[src/rtl/sad_pkg.sv]
// Shared constants, match/result field layout and FSM states for the SAD refinement stage.
package sad_pkg;
  localparam int unsigned IMG_W  = 640;
  localparam int unsigned IMG_H  = 480;
  localparam int unsigned HALF   = 2;
  localparam int unsigned RANGE  = 2;
  localparam int unsigned WIN    = 2 * HALF + 1;
  localparam int unsigned NCAND  = 2 * RANGE + 1;
  localparam int unsigned RD_LAT = 2;

  localparam int unsigned CW     = 10;
  localparam int unsigned XYO_W  = 22;
  localparam int unsigned X_LSB  = 12;
  localparam int unsigned Y_LSB  = 2;
  localparam int unsigned O_LSB  = 0;
  localparam int unsigned BW     = 12;
  localparam int unsigned SAD_W  = 13;
  localparam int unsigned OFF_W  = 3;
  localparam int unsigned IDX_W  = 15;
  localparam int unsigned PIX_AW = 19;
  localparam int unsigned DW     = 3;
  localparam int unsigned CNT_W  = 2;

  localparam logic [SAD_W-1:0] SAD_MAX = 13'h1FFF;

  typedef struct packed {
    logic             valid;
    logic [OFF_W-1:0] offset;
    logic [SAD_W-1:0] best_sad;
    logic [XYO_W-1:0] xyo_left;
    logic [XYO_W-1:0] xyo_right;
  } res_t;

  localparam int unsigned RES_W = $bits(res_t);

  // Sideband travelling with each addressed pixel pair through the read pipeline.
  typedef struct packed {
    logic          valid;
    logic          first;
    logic          last;
    logic [DW-1:0] d;
  } tag_t;

  typedef enum logic [2:0] {IDLE, FETCH, CHECK, SCAN, DRAIN, WRITE, DONE} state_e;
endpackage

[src/rtl/sad_accum.sv]
// Abs-diff stage, per-candidate SAD accumulator and best-candidate tracker.
module sad_accum
  import sad_pkg::*;
(
  input  logic             clk,
  input  logic             rst_n,
  input  logic             init,
  input  logic             in_valid,
  input  logic             in_first,
  input  logic             in_last,
  input  logic [DW-1:0]    in_d,
  input  logic [7:0]       pix_l,
  input  logic [7:0]       pix_r,
  output logic [SAD_W-1:0] best_sad_c,
  output logic [DW-1:0]    best_d_c
);
  logic [7:0]       ad_q, ad_d;
  logic             valid_q, valid_d, first_q, first_d, last_q, last_d;
  logic [DW-1:0]    d_q, d_d, best_d_q, best_d_d;
  logic [SAD_W-1:0] acc_q, acc_d, best_sad_q, best_sad_d, sum;

  // Best tracker is exposed one cycle early so the writer sees the final candidate.
  always_comb begin
    ad_d       = (pix_l > pix_r) ? pix_l - pix_r : pix_r - pix_l;
    valid_d    = in_valid;
    first_d    = in_first;
    last_d     = in_last;
    d_d        = in_d;
    sum        = (first_q ? '0 : acc_q) + SAD_W'(ad_q);
    acc_d      = valid_q ? sum : acc_q;
    best_sad_d = best_sad_q;
    best_d_d   = best_d_q;
    if (init) begin
      best_sad_d = SAD_MAX;
      best_d_d   = '0;
    end else if (valid_q && last_q && (sum < best_sad_q)) begin
      best_sad_d = sum;
      best_d_d   = d_q;
    end
  end

  assign best_sad_c = best_sad_d;
  assign best_d_c   = best_d_d;

  always_ff @(posedge clk) begin
    if (!rst_n) begin
      ad_q       <= '0;
      valid_q    <= 1'b0;
      first_q    <= 1'b0;
      last_q     <= 1'b0;
      d_q        <= '0;
      acc_q      <= '0;
      best_sad_q <= SAD_MAX;
      best_d_q   <= '0;
    end else begin
      ad_q       <= ad_d;
      valid_q    <= valid_d;
      first_q    <= first_d;
      last_q     <= last_d;
      d_q        <= d_d;
      acc_q      <= acc_d;
      best_sad_q <= best_sad_d;
      best_d_q   <= best_d_d;
    end
  end
endmodule

[src/rtl/sad_refine.sv]
// Stereo SAD refinement: per match, searches NCAND horizontal offsets with a WIN x WIN block SAD.
module sad_refine
  import sad_pkg::*;
(
  input  logic                 clk,
  input  logic                 rst_n,
  input  logic                 start,
  input  logic [IDX_W-1:0]     num_matches,
  output logic [IDX_W-1:0]     match_addr,
  input  logic [2*XYO_W-1:0]   match_data,
  output logic [PIX_AW-1:0]    pix_addr_left,
  output logic [PIX_AW-1:0]    pix_addr_right,
  input  logic [7:0]           pix_left,
  input  logic [7:0]           pix_right,
  output logic [IDX_W-1:0]     res_addr,
  output logic [RES_W-1:0]     res_data,
  output logic                 res_wren,
  output logic                 busy,
  output logic                 done
);
  localparam logic signed [BW-1:0] ZERO_S = '0;
  localparam logic signed [BW-1:0] HALF_S = BW'(HALF);
  localparam logic signed [BW-1:0] HR_S   = BW'(HALF + RANGE);
  localparam logic signed [BW-1:0] XMAX_S = BW'(IMG_W - 1);
  localparam logic signed [BW-1:0] YMAX_S = BW'(IMG_H - 1);

  state_e               state_q, state_d;
  logic [IDX_W-1:0]     idx_q, idx_d, num_q, num_d;
  logic [CNT_W-1:0]     cnt_q, cnt_d;
  logic [DW-1:0]        ci_q, ci_d, cj_q, cj_d, cd_q, cd_d;
  logic [2*XYO_W-1:0]   match_q, match_d;
  tag_t                 cur_tag_q, cur_tag_d;
  tag_t [RD_LAT-1:0]    tag_pipe_q, tag_pipe_d;
  logic [IDX_W-1:0]     match_addr_q, match_addr_d, res_addr_q, res_addr_d;
  logic [PIX_AW-1:0]    pix_addr_left_q, pix_addr_left_d, pix_addr_right_q, pix_addr_right_d;
  res_t                 res_data_q, res_data_d;
  logic                 res_wren_q, res_wren_d, busy_q, busy_d, done_q, done_d;

  logic [XYO_W-1:0]     xyo_l, xyo_r;
  logic [CW-1:0]        x_l, y_l, x_r;
  logic signed [BW-1:0] xl_s, yl_s, xr_s;
  logic                 in_bounds;
  logic [PIX_AW-1:0]    row, base;
  logic [SAD_W-1:0]     best_sad;
  logic [DW-1:0]        best_d;

  assign xyo_l = match_q[2*XYO_W-1 -: XYO_W];
  assign xyo_r = match_q[XYO_W-1:0];
  assign x_l   = xyo_l[X_LSB +: CW];
  assign y_l   = xyo_l[Y_LSB +: CW];
  assign x_r   = xyo_r[X_LSB +: CW];
  assign xl_s  = signed'(BW'(x_l));
  assign yl_s  = signed'(BW'(y_l));
  assign xr_s  = signed'(BW'(x_r));

  // Window plus search range must stay fully inside both images.
  assign in_bounds = (yl_s - HALF_S >= ZERO_S) && (yl_s + HALF_S <= YMAX_S) &&
                     (xl_s - HALF_S >= ZERO_S) && (xl_s + HALF_S <= XMAX_S) &&
                     (xr_s - HR_S >= ZERO_S)   && (xr_s + HR_S <= XMAX_S);

  always_ff @(posedge clk) begin
    if (!rst_n) begin
      state_q          <= IDLE;
      idx_q            <= '0;
      num_q            <= '0;
      cnt_q            <= '0;
      ci_q             <= '0;
      cj_q             <= '0;
      cd_q             <= '0;
      match_q          <= '0;
      cur_tag_q        <= '0;
      tag_pipe_q       <= '0;
      match_addr_q     <= '0;
      pix_addr_left_q  <= '0;
      pix_addr_right_q <= '0;
      res_addr_q       <= '0;
      res_data_q       <= '0;
      res_wren_q       <= 1'b0;
      busy_q           <= 1'b0;
      done_q           <= 1'b0;
    end else begin
      state_q          <= state_d;
      idx_q            <= idx_d;
      num_q            <= num_d;
      cnt_q            <= cnt_d;
      ci_q             <= ci_d;
      cj_q             <= cj_d;
      cd_q             <= cd_d;
      match_q          <= match_d;
      cur_tag_q        <= cur_tag_d;
      tag_pipe_q       <= tag_pipe_d;
      match_addr_q     <= match_addr_d;
      pix_addr_left_q  <= pix_addr_left_d;
      pix_addr_right_q <= pix_addr_right_d;
      res_addr_q       <= res_addr_d;
      res_data_q       <= res_data_d;
      res_wren_q       <= res_wren_d;
      busy_q           <= busy_d;
      done_q           <= done_d;
    end
  end

  // Next state, match index, phase counters and scan position.
  always_comb begin
    state_d = state_q;
    idx_d   = idx_q;
    num_d   = num_q;
    cnt_d   = cnt_q;
    ci_d    = ci_q;
    cj_d    = cj_q;
    cd_d    = cd_q;
    match_d = match_q;
    if (start) begin
      num_d   = num_matches;
      idx_d   = '0;
      cnt_d   = '0;
      state_d = (num_matches == '0) ? DONE : FETCH;
    end else begin
      unique case (state_q)
        FETCH: begin
          if (cnt_q == CNT_W'(RD_LAT)) begin
            match_d = match_data;
            cnt_d   = '0;
            state_d = CHECK;
          end else begin
            cnt_d = cnt_q + CNT_W'(1);
          end
        end
        CHECK: begin
          ci_d    = '0;
          cj_d    = '0;
          cd_d    = '0;
          state_d = in_bounds ? SCAN : WRITE;
        end
        SCAN: begin
          if (ci_q == DW'(WIN - 1)) begin
            ci_d = '0;
            if (cj_q == DW'(WIN - 1)) begin
              cj_d = '0;
              if (cd_q == DW'(NCAND - 1)) begin
                cnt_d   = '0;
                state_d = DRAIN;
              end else begin
                cd_d = cd_q + DW'(1);
              end
            end else begin
              cj_d = cj_q + DW'(1);
            end
          end else begin
            ci_d = ci_q + DW'(1);
          end
        end
        DRAIN: begin
          if (cnt_q == CNT_W'(RD_LAT)) state_d = WRITE;
          else cnt_d = cnt_q + CNT_W'(1);
        end
        WRITE: begin
          if (idx_q == num_q - IDX_W'(1)) begin
            state_d = DONE;
          end else begin
            idx_d   = idx_q + IDX_W'(1);
            cnt_d   = '0;
            state_d = FETCH;
          end
        end
        DONE:    state_d = IDLE;
        default: state_d = IDLE;
      endcase
    end
  end

  // Registered outputs, pixel addressing and the result word.
  always_comb begin
    match_addr_d     = match_addr_q;
    pix_addr_left_d  = pix_addr_left_q;
    pix_addr_right_d = pix_addr_right_q;
    res_addr_d       = res_addr_q;
    res_data_d       = res_data_q;
    res_wren_d       = 1'b0;
    busy_d           = state_d inside {FETCH, CHECK, SCAN, DRAIN, WRITE};
    done_d           = (state_d == DONE);
    cur_tag_d        = '0;
    tag_pipe_d       = {tag_pipe_q[RD_LAT-2:0], cur_tag_q};
    row              = PIX_AW'(y_l) + PIX_AW'(cj_d) - PIX_AW'(HALF);
    base             = PIX_AW'(row * PIX_AW'(IMG_W));

    if (state_d == FETCH && cnt_d == '0) match_addr_d = idx_d;

    if (state_d == SCAN) begin
      pix_addr_left_d  = base + PIX_AW'(x_l) + PIX_AW'(ci_d) - PIX_AW'(HALF);
      pix_addr_right_d = base + PIX_AW'(x_r) + PIX_AW'(cd_d) + PIX_AW'(ci_d) - PIX_AW'(HALF + RANGE);
      cur_tag_d.valid  = 1'b1;
      cur_tag_d.first  = (ci_d == '0) && (cj_d == '0);
      cur_tag_d.last   = (ci_d == DW'(WIN - 1)) && (cj_d == DW'(WIN - 1));
      cur_tag_d.d      = cd_d;
    end

    if (state_d == WRITE) begin
      res_wren_d          = 1'b1;
      res_addr_d          = idx_q;
      res_data_d.xyo_left = xyo_l;
      if (state_q == CHECK) begin
        res_data_d.valid     = 1'b0;
        res_data_d.offset    = '0;
        res_data_d.best_sad  = SAD_MAX;
        res_data_d.xyo_right = xyo_r;
      end else begin
        res_data_d.valid     = (best_d != '0) && (best_d != DW'(NCAND - 1));
        res_data_d.offset    = OFF_W'(best_d) - OFF_W'(RANGE);
        res_data_d.best_sad  = best_sad;
        res_data_d.xyo_right = {x_r + CW'(best_d) - CW'(RANGE), xyo_r[X_LSB-1:0]};
      end
    end
  end

  sad_accum u_accum (
    .clk        (clk),
    .rst_n      (rst_n),
    .init       (state_q == CHECK),
    .in_valid   (tag_pipe_q[RD_LAT-1].valid),
    .in_first   (tag_pipe_q[RD_LAT-1].first),
    .in_last    (tag_pipe_q[RD_LAT-1].last),
    .in_d       (tag_pipe_q[RD_LAT-1].d),
    .pix_l      (pix_left),
    .pix_r      (pix_right),
    .best_sad_c (best_sad),
    .best_d_c   (best_d)
  );

  assign match_addr     = match_addr_q;
  assign pix_addr_left  = pix_addr_left_q;
  assign pix_addr_right = pix_addr_right_q;
  assign res_addr       = res_addr_q;
  assign res_data       = res_data_q;
  assign res_wren       = res_wren_q;
  assign busy           = busy_q;
  assign done           = done_q;
endmodule

[config.mk]
export PLATFORM = sky130hd
export DESIGN_NAME = sad_refine
export DESIGN_NICKNAME = d
export VERILOG_FILES = /design/src/rtl/sad_pkg.sv /design/src/rtl/sad_accum.sv /design/src/rtl/sad_refine.sv
export SDC_FILE = /design/constraint.sdc
export NUM_CORES = 1
export LEC_CHECK = 0
export CAP_MARGIN = 25
export CORE_ASPECT_RATIO = 1.75
export CORE_MARGIN = 2
export CORE_UTILIZATION = 56
export CTS_CLUSTER_DIAMETER = 80
export CTS_CLUSTER_SIZE = 16
export DETAILED_ROUTE_END_ITERATION = 10
export GPL_ROUTABILITY_DRIVEN = 0
export PLACE_DENSITY = 0.91
export SLEW_MARGIN = 10
export SYNTH_ARGS = -nofsm -noshare
export SYNTH_HDL_FRONTEND = slang
export SYNTH_SLANG_ARGS = --single-unit
export TNS_END_PERCENT = 20
[constraint.sdc]
create_clock -name clk -period 14.45 [get_ports clk]
set_input_delay 2.89 -clock clk [delete_from_list [all_inputs] [get_ports clk]]
set_output_delay 2.89 -clock clk [all_outputs]
set_load 0.05 [all_outputs]
==> results.md, run 1 <==
- Gates resized, CTS repair: 0
- Initial antenna violation count: 3
- Detailed Route WL: ~49 mm
- GRT met1 Usage: a little under a third
- CTS tree: done
- Cts bufs inserted: 21
- Total GRT Usage: 29.7%
- Worst vdd ir: approximately 80 uV
- Synth Instances: 2050
- Synth top cells by count: 281 x dfxtp_1, 207 x nand2_1, 186 x a21oi_1
- GRT met3 Usage: roughly 3.7%
- Synth area leader: dfxtp_1
- DR DRC count: 0
- Synth async-reset ratio: 0%
- Fin. Hold Viols: 0
- Start of the worst register-to-register path: state_q[1]
- Hold-fix buffers, CTS: 0
- Worst Setup End Kind: flip-flop
- Vias in the first global route: 15800
- Fmax achieved: ~100 MHz
- Min-delay src: cur_tag_q[4]
- Critical path's largest stage delay: around 0.6 ns
- Synth Cell Area: between 15000 and 20000 um^2
- Power per cell area: between 70 and 80 nW/um^2
- CP required: around 15 ns
- Clock Root Buffer: clkbuf_16
- Outcome: complete, no violations
- R2R Path End: pix_addr_right[18]
- LEAKAGE: approximately 8 nW
- DP HPWL: 35.5 mm
- I/O pin count: 210
- Crit Path Max Fanout: 27
- Die X-Extent: 136 um
- Vias post-DR: between 15000 and 20000
- Worst-Margin Slew: around 1.0 ns
- Area growth, synth to finish: 16.4%
- Distinct cells, synth: around 80
- Share of layout cells above drive strength 1: roughly 4.4%
- Clock sinks: between 200 and 300
- Dominant cell by count in the synthesized netlist: dfxtp_1
- Seq cells post-synth: roughly 280
- Largest net degree at the start of global routing: 111
- Die Y: about 240 um
- Clk buf depth: 3
- Worst Setup EP: pix_addr_right[18]
- I/O Buffers: about 210
- Worst R2R Setup Slack: approximately 7.2 ns
- DRT Pass-1 Iters: 5
- Main synth FF type: dfxtp_1
- Row count: 84
- DR WL/cell: 18.9 um
- Grt ovf: 0
- Core Area: around 30000 um^2
- Area contributors post-synth: dfxtp_1 33%, ha_1 13%, a21oi_1 5.4%
- First-pass GRT wire length: 77.7 mm
- Most Used Layer, Global Route: met2
- Initial Utilization: a little under three fifths
- Worst-skew pair later-pin latency: between 0.5 and 0.6 ns
- Mapped Nets: ~2300
- Tightest Hold Check Type: reg -> reg
- DR vias/cell: ~6.0
- Syn. warnings: 0
- Post-synth EDFFs: 0
- WS Path Type: in -> reg
- Avg Cell Area, Syn: between 8 and 9 um^2
- Post-synth top area share: about a third
- Worst Setup SP: start
- Met2 Usage GRT: 55.1%
- Worst path slowest cell: o31ai_1
- Setup Total Neg Slack: 0 ns
- Crit-path most repeated cell: ha_1
- CP Data Arrival Time: approximately 10 ns
- Antenna Nets Post-Route: 0
- Sequential share of the synthesized area: 32.8%
- Period utilization: 66.0%
- Slew HR: 33.3%
- Slew Limit Fails: 0
- Final setup fails: 0
- Pwr Total: 0.00151 W
- Max-cap violation count: 0
- Setup Skew: roughly 0.022 ns
- Min cycle time layout: roughly 9.5 ns
- R2R depth: 28
- Die ar.: between 30000 and 40000 um^2
- Critical path startpoint category: input pin
- CTS clock-pin slew for the worst setup and hold paths: roughly 0.07 ns
- H-tree depth: 1
- Fin nets: 2458
- DRT iter0 DRCs: about 1000
- RSZ-0062 raised after global routing: no
- Post-CTS setup buffer count: 0
-- layout make-up --
cell class | instances | area [um^2]
inverters | 157 | 594
clock inverters | 2 | 17.5
clock buffers | 21 | 526
multi-input cells | 1504 | 10500
repair buffers | 220 | 2190
fillers | 2344 | 10100
diodes | 3 | 7.51
flip-flops and latches | 281 | 5630
well taps | 387 | 484
-- how the worst min path moves through the flow --
stage / endpoint / depth (start not counted) / slack [ns]
final: tag_pipe_d[10] / 1 / 0.43
after global routing: tag_pipe_d[9] / 1 / 0.44
after detailed placement: tag_pipe_d[10] / 1 / 0.42
after global placement: tag_pipe_q[10] / 1 / 0.41
after floorplan: tag_pipe_d[10] / 1 / 0.41
after CTS: tag_pipe_d[10] / 1 / 0.42
-- critical path, delay by kind of cell --
family | cells | cell delay [ns]
XOR/XNOR | 3 | 0.77
buffers and inverters | 5 | 1.01
AO/OA/AOI/OAI | 10 | 2.34
AND/OR/NAND/NOR | 6 | 1.19
adder cells (fa/ha/maj) | 5 | 1.68
-- routing by layer --
metal,up-vias,share of wire [%]
met3,215,6.2
li1,7306,-
met1,7323,34
met5,-,0
met2,716,53
met4,0,6.7
-- registers in the layout, summed over array words and instances (netlist names), 13 cells and up --
register / count
idx_q: 15
match_addr: 15
match_q: 44
num_q: 15
pix_addr_left: 19
pix_addr_right: 19
res_addr: 15
res_data: 61
u_accum.acc_q: 13
u_accum.best_sad_q: 13
-- kinds of logic after synthesis --
kind of cell | count (synthesis) | synth area share, %
xor gates and xnor gates | 110 | 5.86
buffers and inverters | 265 | 6.02
AOI/OAI and AO/OA | 449 | 15.9
adders and majority gates | 195 | 15.0
DFF | 281 | 32.8
muxes | 94 | 5.89
and+or+nand+nor | 656 | 18.5
-- where the power goes --
group          total (W)  switching, W  internal, W
Clock           0.000538      0.000278     0.000260
Sequential      0.000789    0.00000853     0.000780
Combinational   0.000179      0.000102    0.0000775
Total            0.00151      0.000388      0.00112
-- placed cells by master (no fill, tap or decap), types with 8 or more instances in the layout --
cell type / instances
or2_2: 13
dfxtp_1: 281
mux2i_1: 66
o21ai_0: 106
ha_1: 177
nor3b_1: 8
nor2b_1: 20
or3_1: 20
o2111ai_1: 11
inv_1: 156
fa_1: 18
nand2_1: 207
mux2_4: 9
nand2b_1: 22
and2_1: 42
a211oi_1: 19
nor2_1: 139
buf_4: 10
nand3_1: 86
nand4_1: 15
a21oi_1: 185
xor2_1: 30
xnor2_1: 77
clkbuf_16: 21
and3_1: 11
a31oi_1: 13
o211ai_1: 13
o31ai_1: 8
nor3_1: 29
nor4_1: 13
o21bai_1: 11
mux2_2: 19
clkdlybuf4s50_1: 208
a21o_1: 19
-- through the flow --
stage / setup WS (ns) / instances / hold slack (ns) / area [um^2] / util (%)
floorplan: 6.25 / 2050 / 0.412 / 17100 / -
finish: 4.92 / 2575 / 0.428 / 20000 / 66.4
CTS: 5.06 / 2571 / 0.425 / 19900 / 66.3
detailed placement: 4.60 / 2548 / 0.419 / 19400 / 64.5
global placement: 5.21 / 2548 / 0.413 / 19400 / 64.5
global route: 4.58 / 2575 / 0.445 / 20000 / 66.4
(Power assumes the default switching activity.)
==> inputs of run 2 (changes only) <==
==> constraint.sdc (replaced) <==
create_clock -name clk -period 10 [get_ports clk]
set_input_delay 2 -clock clk [delete_from_list [all_inputs] [get_ports clk]]
set_output_delay 2 -clock clk [all_outputs]
set_load 0.05 [all_outputs]
==> run 2 against run 1 <==
Non-clock buffer count rose by 2. First-iteration DRC count up 28%. Sequential cell count unchanged. Critical path type unchanged. Largest power group unchanged.
==> results.md, run 2 (synthesis gave the netlist of run 1 again) <==
- LEAKAGE: 7.98 nW (+0.17%)
- Post-Layout Cell Count: 2577 (+0.078%)
- Post-CTS setup buffer count: 0 (unchanged)
- RSZ-0062 raised after global routing: no
- Period utilization: about 80%
- Slew HR: 41.4% (+8.1 points)
- Commonest cells after routing, fill and taps aside: 281 x dfxtp_1, 208 x clkdlybuf4s50_1, 207 x nand2_1, 185 x a21oi_1, 177 x ha_1
- Setup Skew: 0.0218 ns (-0.000155 ns)
- Slew Limit Fails: 0 (unchanged)
- Dpl ws: 1.52 ns (-3.09 ns)
- Die Y: 235 um (unchanged)
- Critical path's largest stage delay: 0.61 ns (+0.02 ns)
- Clock Root Buffer: clkbuf_16
- Worst Slack Setup Final: 1.85 ns (-3.07 ns)
- DR WL/cell: 19.1 um (+1.0%)
- Power per cell area: 108 nW/um^2 (+44%)
- Area occupied by multi-input gates: 10500 um^2 (unchanged)
- DP HPWL: 35.8 mm (+0.84%)
- Area growth, synth to finish: 16.6%
- Commonest non-fill, non-tap cell in the layout: dfxtp_1
- Reg area: 5630 um^2 (unchanged)
- CP required: 10.41 ns (-4.45 ns)
- Die ar.: 32100 um^2 (unchanged)
- Outcome: complete, no violations
- WHS: 0.421 ns (-0.00759 ns)
- Worst-Margin Slew: 0.879 ns (-0.119 ns)
- Max reg flops: 61 (unchanged)
- Worst path buffer plus inverter count: 4 (-1)
- DRT iter0 DRCs: 1330 (+28%)
- Crit-path most repeated cell: ha_1
- CP Data Arrival Time: 8.56 ns (-1.38 ns)
- CTS clock-pin slew for the worst setup and hold paths: 0.07 ns (about the same)
- Share of layout cells above drive strength 1: 4.53% (+0.087 points)
- Antenna Nets Post-Route: 0 (unchanged)
- Fin nets: 2460 (+0.081%)
- I/O Buffers: 209 (unchanged)
- Cts bufs inserted: 21 (unchanged)
- Total GRT Usage: 29.9% (+0.16 points)
- Final core utilization: 66.5% (+0.092 points)
- Core Area: 30100 um^2 (unchanged)
- DR DRC count: 0 (unchanged)
- Largest delay share family, worst path: compound AO/OA/AOI/OAI gates
- Inst Count DP: 2549 (+0.039%)
- Detailed Route WL: 49.2 mm (+1.1%)
- First-pass GRT wire length: 77.5 mm (-0.23%)
- Hold-fix buffers, CTS: 0 (unchanged)
- Vias in the first global route: 15800 (+0.019%)
- Worst Setup End Kind: flip-flop
- Tightest Hold Check Type: reg -> reg
- Fin. Hold Viols: 0 (unchanged)
- Min cycle time layout: approximately 8.2 ns
- I/O pin count: 210 (unchanged)
- Crit Path Max Fanout: 8 (-70%)
- Initial antenna violation count: 3 (unchanged)
- Layout fillers: 2363 (+0.81%)
- DRT Pass-1 Iters: 7 (+2)
- Worst path slowest cell: o31ai_1
- Die X-Extent: 136 um (unchanged)
- Max-cap violation count: 0 (unchanged)
- Worst-skew pair later-pin latency: 0.53 ns (about the same)
- Gates resized, CTS repair: 0 (unchanged)
- Largest net degree at the start of global routing: 104 (-6.3%)
- Initial Utilization: 57.0% (unchanged)
- CTS tree: done
- Worst vdd ir: 127 uV (+59%)
- Clk buf depth: 3 (unchanged)
- WS Path Type: in -> reg
- Vias post-DR: 15600 (+0.40%)
- Clock sinks: 281 (unchanged)
- Row count: 84 (unchanged)
- Grt ovf: 0 (unchanged)
- Worst R2R Setup Slack: 3.00 ns (-4.15 ns)
- DR vias/cell: 6.06 (+0.33%)
- Critical path startpoint category: input pin
- Setup Total Neg Slack: 0 ns (unchanged)
- Final setup fails: 0 (unchanged)
- H-tree depth: 1 (unchanged)
- Fmax achieved: around 120 MHz
run 2: cell types whose count changed in the layout (fill, tap and decap cells not counted), sizes merged:
cell  before  now
buf       12   14
run 2: path summary, 6_finish.rpt:
| kind | from | end | cells past startpoint |
|---|---|---|---|
| min reg2reg | cur_tag_q[4] | tag_pipe_d[10] | 1 |
| max | start | pix_addr_right[18] | 28 |
| max reg2reg | u_accum.first_q | res_data[21] | 30 |
| min | cur_tag_q[4] | tag_pipe_d[10] | 1 |
run 2: layer usage:
metal	wire length, um	global-route usage (%)	vias to the layer above	share of wire [%]
met5	0	0	-	0
met3	2700	3.79	241	5.5
met2	25600	54.8	687	52
li1	-	-	7296	-
met4	3720	21.6	0	7.6
met1	17100	30.2	7399	35
run 2: area by class of cell:
class	instances	share of cell area [%]
multi-input combinational	1504	52.6
sequential	281	28.1
timing repair buffer	222	11.1
inverter	157	2.97
clock buffer	21	2.63
tap	387	2.42
clock inverter	2	0.0876
antenna	3	0.0376
run 2: metrics by stage:
stage	power, W	cell area, um^2
5_1_grt	0.00225	20000
4_1_cts	0.00218	19900
6_report	0.00217	20000
3_3_place_gp	0.00141	19400
3_5_place_dp	0.00142	19400
2_1_floorplan	0.00134	17100
run 2: worst register-to-register path, delay by kind of cell (launching register included):
family                   cells  cell delay (ns)
AO/OA/AOI/OAI               14             3.02
XOR/XNOR                     2             0.22
AND/OR/NAND/NOR              6             0.78
multiplexers                 1             0.30
adder cells (fa/ha/maj)      6             1.90
flip-flops                   1             0.63
buffers and inverters        1             0.05
run 2: report_power, final:
part | internal, W | switching, W | total (W)
registers | 0.00113 | 0.0000126 | 0.00114
logic | 0.000113 | 0.000149 | 0.000262
clock network | 0.000376 | 0.000389 | 0.000765
total | 0.00162 | 0.000551 | 0.00217
